[src/rtl/spi_ram_pkg.sv]
// -----------------------------------------------------------------------------
// spi_ram_pkg
// Shared types and constants for the SPI slave front end of the single-port
// RAM: controller state encoding, 2-bit command codes carried in the top two
// bits of every frame, and the frame-width helper (payload + 2 command bits).
// No ports.
// -----------------------------------------------------------------------------
package spi_ram_pkg;

    localparam int DATA_W_DEF = 8;

    typedef enum logic [2:0] {
        IDLE      = 3'd0,
        CHK_CMD   = 3'd1,
        WRITE     = 3'd2,
        READ_ADD  = 3'd3,
        READ_DATA = 3'd4
    } state_e;

    // Command codes as seen in rx_data[FRAME_W-1 -: 2].
    localparam logic [1:0] CMD_WR_ADDR = 2'b00;
    localparam logic [1:0] CMD_WR_DATA = 2'b01;
    localparam logic [1:0] CMD_RD_ADDR = 2'b10;
    localparam logic [1:0] CMD_RD_DATA = 2'b11;

    function automatic int frame_w(input int dw);
        return dw + 2;
    endfunction

endpackage

[src/rtl/spi_slave_ctrl_if.sv]
// -----------------------------------------------------------------------------
// spi_slave_ctrl_if
// RAM-side command/response bundle of the SPI slave controller.
//   rx_data  [FRAME_W-1:0]  assembled frame, [FRAME_W-1:FRAME_W-2] command
//   rx_valid                one-cycle strobe qualifying rx_data
//   tx_data  [DATA_W-1:0]   RAM read data
//   tx_valid                RAM read-valid (sticky level, may be stale-high)
// Modports: slave  = SPI controller side (drives rx_*, consumes tx_*)
//           master = RAM side (consumes rx_*, drives tx_*)
// -----------------------------------------------------------------------------
interface spi_slave_ctrl_if
    import spi_ram_pkg::*;
#(
    parameter int DATA_W = DATA_W_DEF
);
    localparam int FRAME_W = frame_w(DATA_W);

    logic [FRAME_W-1:0] rx_data;
    logic               rx_valid;
    logic [DATA_W-1:0]  tx_data;
    logic               tx_valid;

    modport slave  (output rx_data, output rx_valid, input  tx_data, input  tx_valid);
    modport master (input  rx_data, input  rx_valid, output tx_data, output tx_valid);

endinterface

[src/rtl/spi_tx_shifter.sv]
// -----------------------------------------------------------------------------
// spi_tx_shifter
// Parallel-load, MSB-first serialiser for RAM read data onto MISO.
//   clk, rst_n  clock, async active-low reset
//   clr         synchronous abort: drop any byte in flight, MISO -> 0
//   load        capture din; din[MSB] appears on miso the following cycle
//   din         byte to send
//   miso        registered serial output, 0 whenever idle
//   busy        a byte is being shifted out
//   done        one-cycle pulse the cycle after the last bit has been driven
// -----------------------------------------------------------------------------
module spi_tx_shifter #(
    parameter int DATA_W = 8
) (
    input  logic              clk,
    input  logic              rst_n,
    input  logic              clr,
    input  logic              load,
    input  logic [DATA_W-1:0] din,
    output logic              miso,
    output logic              busy,
    output logic              done
);
    localparam int BCNT_W = (DATA_W > 2) ? $clog2(DATA_W) : 1;

    logic [DATA_W-1:0] sr;
    logic [BCNT_W-1:0] bcnt;   // bits still waiting in sr after the one on miso

    always_ff @(posedge clk or negedge rst_n) begin
        if (!rst_n) begin
            sr   <= '0;
            bcnt <= '0;
            miso <= 1'b0;
            busy <= 1'b0;
            done <= 1'b0;
        end else begin
            done <= 1'b0;
            if (clr) begin
                sr   <= '0;
                bcnt <= '0;
                miso <= 1'b0;
                busy <= 1'b0;
            end else if (load) begin
                // MSB goes straight to miso so it is on the pin the very next cycle.
                miso <= din[DATA_W-1];
                sr   <= {din[DATA_W-2:0], 1'b0};
                bcnt <= BCNT_W'(DATA_W - 1);
                busy <= 1'b1;
            end else if (busy) begin
                if (bcnt != '0) begin
                    miso <= sr[DATA_W-1];
                    sr   <= {sr[DATA_W-2:0], 1'b0};
                    bcnt <= bcnt - 1'b1;
                end else begin
                    miso <= 1'b0;
                    busy <= 1'b0;
                    done <= 1'b1;
                end
            end
        end
    end

endmodule

[src/rtl/spi_slave_ctrl.sv]
// -----------------------------------------------------------------------------
// spi_slave_ctrl
// SPI mode-0 slave front end for the single-port RAM. Pins are sampled on the
// system clock. Each SS_n-low transaction carries one frame of DATA_W+2 bits,
// MSB first: two command bits then DATA_W payload bits. Completed frames are
// presented on bus.rx_data with a one-cycle bus.rx_valid strobe. A read-data
// frame (command 1x issued after a read-address frame) then captures RAM read
// data and shifts it out on MISO.
//   clk, rst_n  clock, async active-low reset
//   SS_n        slave select, active low
//   MOSI        serial data in
//   MISO        serial data out (registered)
//   bus         spi_slave_ctrl_if.slave: rx_data/rx_valid out, tx_data/tx_valid in
// -----------------------------------------------------------------------------
module spi_slave_ctrl
    import spi_ram_pkg::*;
#(
    parameter int DATA_W = DATA_W_DEF
) (
    input  logic             clk,
    input  logic             rst_n,
    input  logic             SS_n,
    input  logic             MOSI,
    output logic             MISO,
    spi_slave_ctrl_if.slave  bus
);
    localparam int FRAME_W = frame_w(DATA_W);
    localparam int CNT_W   = $clog2(DATA_W + 5);

    // Bit counter phases inside WRITE/READ_ADD/READ_DATA:
    //   0..C_LAST  payload shifts; the shift at C_LAST completes the frame
    //   C_ARM      cycle c (rx_valid high); RAM dout not yet updated, never sample
    //   C_WAIT     sample tx_data on the first edge with tx_valid=1
    //   C_SHIFT    byte on MISO
    //   C_FIN      nothing more until SS_n rises
    localparam logic [CNT_W-1:0] C_LAST  = CNT_W'(DATA_W);
    localparam logic [CNT_W-1:0] C_ARM   = CNT_W'(DATA_W + 1);
    localparam logic [CNT_W-1:0] C_WAIT  = CNT_W'(DATA_W + 2);
    localparam logic [CNT_W-1:0] C_SHIFT = CNT_W'(DATA_W + 3);
    localparam logic [CNT_W-1:0] C_FIN   = CNT_W'(DATA_W + 4);

    state_e             state;
    logic [CNT_W-1:0]   cnt;
    logic [FRAME_W-1:0] rx_data_q;
    logic               rx_valid_q;
    logic               rd_addr_done;

    logic tx_load;
    logic tx_busy;
    logic tx_done;

    assign bus.rx_data  = rx_data_q;
    assign bus.rx_valid = rx_valid_q;

    // SS_n high has priority, so a capture can never race an abort.
    assign tx_load = (state == READ_DATA) && (cnt == C_WAIT) && bus.tx_valid
                     && !SS_n && !tx_busy;

    always_ff @(posedge clk or negedge rst_n) begin
        if (!rst_n) begin
            state        <= IDLE;
            cnt          <= '0;
            rx_data_q    <= '0;
            rx_valid_q   <= 1'b0;
            rd_addr_done <= 1'b0;
        end else begin
            rx_valid_q <= 1'b0;
            if (state != IDLE && SS_n) begin
                // Abort / end of transaction: any partial frame is dropped.
                state <= IDLE;
                cnt   <= '0;
            end else begin
                case (state)
                    IDLE: begin
                        if (!SS_n) begin
                            state <= CHK_CMD;
                            cnt   <= '0;
                        end
                    end
                    CHK_CMD: begin
                        rx_data_q[FRAME_W-1] <= MOSI;
                        cnt                  <= '0;
                        if (!MOSI)             state <= WRITE;
                        else if (rd_addr_done) state <= READ_DATA;
                        else                   state <= READ_ADD;
                    end
                    WRITE, READ_ADD, READ_DATA: begin
                        if (cnt <= C_LAST) begin
                            rx_data_q[FRAME_W-2:0] <= {rx_data_q[FRAME_W-3:0], MOSI};
                            cnt <= cnt + 1'b1;
                            if (cnt == C_LAST) begin
                                rx_valid_q <= 1'b1;
                                if (state == READ_ADD)  rd_addr_done <= 1'b1;
                                if (state == READ_DATA) rd_addr_done <= 1'b0;
                            end
                        end else if (state == READ_DATA) begin
                            case (cnt)
                                C_ARM:   cnt <= C_WAIT;
                                C_WAIT:  if (tx_load) cnt <= C_SHIFT;
                                C_SHIFT: if (tx_done) cnt <= C_FIN;
                                default: ;
                            endcase
                        end
                    end
                    default: state <= IDLE;
                endcase
            end
        end
    end

    spi_tx_shifter #(.DATA_W(DATA_W)) u_tx (
        .clk   (clk),
        .rst_n (rst_n),
        .clr   (SS_n),
        .load  (tx_load),
        .din   (bus.tx_data),
        .miso  (MISO),
        .busy  (tx_busy),
        .done  (tx_done)
    );

endmodule

[src/flat_wrapper.sv]
// flat-port wrapper written by rule: the top's interface ports become plain ports
module spi_slave_ctrl_flat import spi_ram_pkg::*;
#(
    parameter int DATA_W = DATA_W_DEF
)
  (clk, rst_n, SS_n, MOSI, MISO, bus_rx_data, bus_rx_valid, bus_tx_data, bus_tx_valid);
  spi_slave_ctrl_if #(.DATA_W(DATA_W)) bus_i ();
  input  logic clk;
  input  logic rst_n;
  input  logic SS_n;
  input  logic MOSI;
  output logic MISO;
  output wire logic [$bits(bus_i.rx_data)-1:0] bus_rx_data;
  output wire logic [$bits(bus_i.rx_valid)-1:0] bus_rx_valid;
  input wire logic [$bits(bus_i.tx_data)-1:0] bus_tx_data;
  input wire logic [$bits(bus_i.tx_valid)-1:0] bus_tx_valid;
  assign bus_rx_data = bus_i.rx_data;
  assign bus_rx_valid = bus_i.rx_valid;
  assign bus_i.tx_data = bus_tx_data;
  assign bus_i.tx_valid = bus_tx_valid;
  spi_slave_ctrl #(.DATA_W(DATA_W)) u_core (.clk(clk), .rst_n(rst_n), .SS_n(SS_n), .MOSI(MOSI), .MISO(MISO), .bus(bus_i));
endmodule
[config.mk]
export PLATFORM = sky130hd
export DESIGN_NAME = spi_slave_ctrl_flat
export DESIGN_NICKNAME = d
export VERILOG_FILES = /design/src/rtl/spi_ram_pkg.sv /design/src/rtl/spi_slave_ctrl_if.sv /design/src/rtl/spi_tx_shifter.sv /design/src/rtl/spi_slave_ctrl.sv /design/src/flat_wrapper.sv
export SDC_FILE = /design/constraint.sdc
export NUM_CORES = 1
export LEC_CHECK = 0
export ABC_CLOCK_PERIOD_IN_PS = 2520
export CAP_MARGIN = 20
export CORE_MARGIN = 2
export CORE_UTILIZATION = 50
export CTS_CLUSTER_SIZE = 28
export DETAILED_ROUTE_END_ITERATION = 8
export GPL_TIMING_DRIVEN = 0
export PLACE_DENSITY = 0.85
export RECOVER_POWER = 100
export SLEW_MARGIN = 20
export SYNTH_ARGS = -nofsm -noshare
export SYNTH_HDL_FRONTEND = slang
export SYNTH_SLANG_ARGS = --single-unit
[constraint.sdc]
create_clock -name clk -period 2.52 [get_ports clk]
set_clock_uncertainty 0.1 [all_clocks]
set_input_delay 0.252 -clock clk [delete_from_list [all_inputs] [get_ports clk]]
set_output_delay 0.252 -clock clk [all_outputs]
set_load 0.01 [all_outputs]
==> impl_metrics.env <==
export IMPL_num_rows=20
export IMPL_outcome="finished, violations left"
export IMPL_synth_nets=165
export IMPL_cp_end_kind="register"
export IMPL_dr_pass1_iters=4
export IMPL_leakage_nw=0.952
export IMPL_path_buf_inv=1
export IMPL_ys_ff_latch=32
export IMPL_ys_types=43
export IMPL_hold_violations=0
export IMPL_setup_violations_final=0
export IMPL_fill_cells=282
export IMPL_required_ps=2680
export IMPL_violations="max-capacitance violations, max-slew violations"
export IMPL_yosysSeqAreaShare_pct=48.3
export IMPL_drv_slew=33
export IMPL_cts_htree_levels=2
export IMPL_start_kind="register"
export IMPL_cts_path_max_buffers=2
export IMPL_ys_flop_type="dfrtp_1"
export IMPL_cts_tree="done"
export IMPL_critPathTopFamily="simple AND/OR/NAND/NOR gates"
export IMPL_final_nets=197
export IMPL_path_class="register to register"
export IMPL_grt_first_pass_wirelength_um=5640
export IMPL_fin_cells=223
export IMPL_path_max_fanout=6
export IMPL_post_route_period_util_pct=91.4
export IMPL_routedWlPerCell_um=14.9
export IMPL_place_inst=214
export IMPL_yosys_warnings=0
export IMPL_arrival_ps=2460
export IMPL_path_clk_slew_ps=100
export IMPL_max_cap_viol_count=1
export IMPL_n_antenna_cell=0
export IMPL_power_density_nw_per_um2=622
export IMPL_drive_above_1_share_pct=13.4
export IMPL_synth_cells=146
export IMPL_grt_pass1_vias=1267
export IMPL_setup_tns_ps=0
export IMPL_wirelength_um=3330
export IMPL_viasPerCell=5.62
export IMPL_crit_chain="inv_1 > ha_1 > nor3b_1 > nand2_1 > o311a_1 > and2_0 > o22ai_1"
export IMPL_clock_sinks=32
export IMPL_cts_root_buf="clkbuf_4"
export IMPL_clk_latency_ps=340
export IMPL_grt_max_degree=33
export IMPL_syn_avg_cell_area_um2=11.4
export IMPL_worst_slew_pin_slew_ps=1650
export IMPL_die_w_um=61.6
export IMPL_crit_path_top_delay_cell="dfrtp_1"
export IMPL_max_freq_mhz=434
export IMPL_io_pins=25
export IMPL_area_growth_pct=19.9
export IMPL_hpwl_um=2430
export IMPL_dp_slack_ps=296
export IMPL_slew_headroom_pct=-9.72
export IMPL_hold_class="register to register"
export IMPL_peakVddDrop_uv=518
export IMPL_synth_area_um2=1660
export IMPL_layout_setup_ws_ps=218
export IMPL_numPortBuffers=24
export IMPL_period_needed_ps=2300
export IMPL_start_util_pct=53.4
export IMPL_max_stage_delay_ps=470
export IMPL_synth_edf_count=0
export IMPL_detailedRoute_firstIterationViolations=51
export IMPL_die_h_um=61.6
export IMPL_globalplace_congestion=0.878
export IMPL_grt_overflow_total=0
export IMPL_grt_use_total_pct=20.7
export IMPL_via_count=1253
export IMPL_numCtsBuffers=5
export IMPL_antenna_found_initial=0
export IMPL_drc=0
export IMPL_async_flop_share_pct=100
export IMPL_grt_setup_unrepaired="no"
export IMPL_final_antenna_net_count=0
export IMPL_coreArea_um2=3100
export IMPL_dieArea_um2=3790
export IMPL_cts_resized_gates=0
[per-stage QoR]
stage | cell area (um2) | power (mW) | utilization, % | hold slack [ps]
finish | 1990 | 1.24 | 64.1 | 407
global placement | 1950 | 0.959 | 62.9 | 370
detailed placement | 1950 | 0.969 | 62.8 | 240
global route | 1990 | 1.30 | 64.1 | 421
floorplan | 1660 | 0.792 | - | -144
CTS | 2020 | 1.28 | 65.1 | 403
[registers in the layout, indices dropped and copies added, names as in the netlist]
name	flops
u_core.u_tx.sr	7
u_core.bus.rx_valid	1
u_core.u_tx.done	1
u_core.cnt	4
u_core.rd_addr_done	1
u_core.u_tx.miso	1
u_core.u_tx.busy	1
u_core.u_tx.bcnt	3
u_core.bus.rx_data	10
u_core.state	3
[cell usage in the layout (no fill, tap or decap), drive strengths merged, types with 2 or more instances in the layout]
cell	instances
clkbuf	13
nor3	4
and3	3
nor2	3
o21a	3
nor3b	3
a21oi	5
dfrtp	32
nor4	2
mux2i	8
o2bb2ai	6
a41oi	2
o21ai	4
or2	2
mux2	10
ha	6
o311a	3
a22o	3
nand2	7
dlygate4sd3	14
and2	2
clkdlybuf4s50	10
inv	11
o22ai	3
clkinv	2
nor2b	4
[per-layer routing]
layer | part of all wire (%) | track usage, % | vias to the layer above | routed length (um)
met2 | 51 | 35.5 | 24 | 1710
li1 | - | - | 603 | -
met4 | 1.8 | 8.81 | 0 | 60
met5 | 0 | 0 | - | 0
met1 | 43 | 24.2 | 617 | 1420
met3 | 3.9 | 5.88 | 9 | 131
[synthesized netlist by cell type, types with 2 or more instances]
master	count	area (um2)
nor3_1	4	20.0
inv_1	10	37.5
clkbuf_1	3	11.3
nor2b_1	4	25.0
dfrtp_1	32	801
nor3b_1	2	15.0
and2_1	2	12.5
o2bb2ai_1	6	52.6
nor4_1	2	12.5
a22o_1	3	26.3
o22ai_1	3	18.8
a41oi_1	2	17.5
o311a_1	3	30.0
o21ai_0	3	15.0
mux2_2	10	113
and3_1	3	18.8
buf_6	3	33.8
ha_1	6	75.1
nor2_1	2	7.51
a21oi_1	5	25.0
nand2_1	7	26.3
mux2i_1	8	80.1
o21a_1	3	22.5
[final cells by class]
type	count	area [um2]	share of cell area (%)
multi-input combinational	96	749	37.7
clock inverter	2	10.0	0.503
tap	44	55.1	2.77
clock buffer	6	51.3	2.58
inverter	11	41.3	2.08
timing repair buffer	25	244	12.3
buffer	7	36.3	1.83
sequential	32	801	40.3
[worst paths after layout]
kind	cells past startpoint	from	endpoint	slack [ps]
worst max register to register	7	u_core.cnt[0]	u_core.cnt[0]	220
worst max-delay path	7	u_core.cnt[0]	u_core.cnt[0]	220
worst min register to register	1	u_core.u_tx.sr[2]	u_core.u_tx.sr[2]	410
max in group asynchronous	2	rst_n	u_core.u_tx.sr[5]	600
min in group asynchronous	2	rst_n	u_core.rd_addr_done	760
worst min-delay path	1	u_core.u_tx.sr[2]	u_core.u_tx.sr[2]	410
[repair_timing]
action | 4_1_cts | 5_1_grt
hold buffers | 1 | 0
endpoints found under the hold margin | 32 | 0
buffers inserted | 0 | 0
[report_power, final]
part           internal (mW)  switching (mW)
clock                  0.133           0.177
sequential             0.578          0.0460
combinational          0.171           0.132
total                  0.882           0.355
[logic make-up (layout without fill, tap and decap cells)]
group	after synthesis	after routing	share of synthesized area, %
buffers and inverters	18	51	5.58
DFF	32	32	48.3
AOI/OAI and AO/OA	36	36	16.6
adders and majority gates	6	6	4.53
muxes	18	18	11.6
and+or+nand+nor	36	36	13.4
Note: power is estimated with default switching activity, not from simulation.
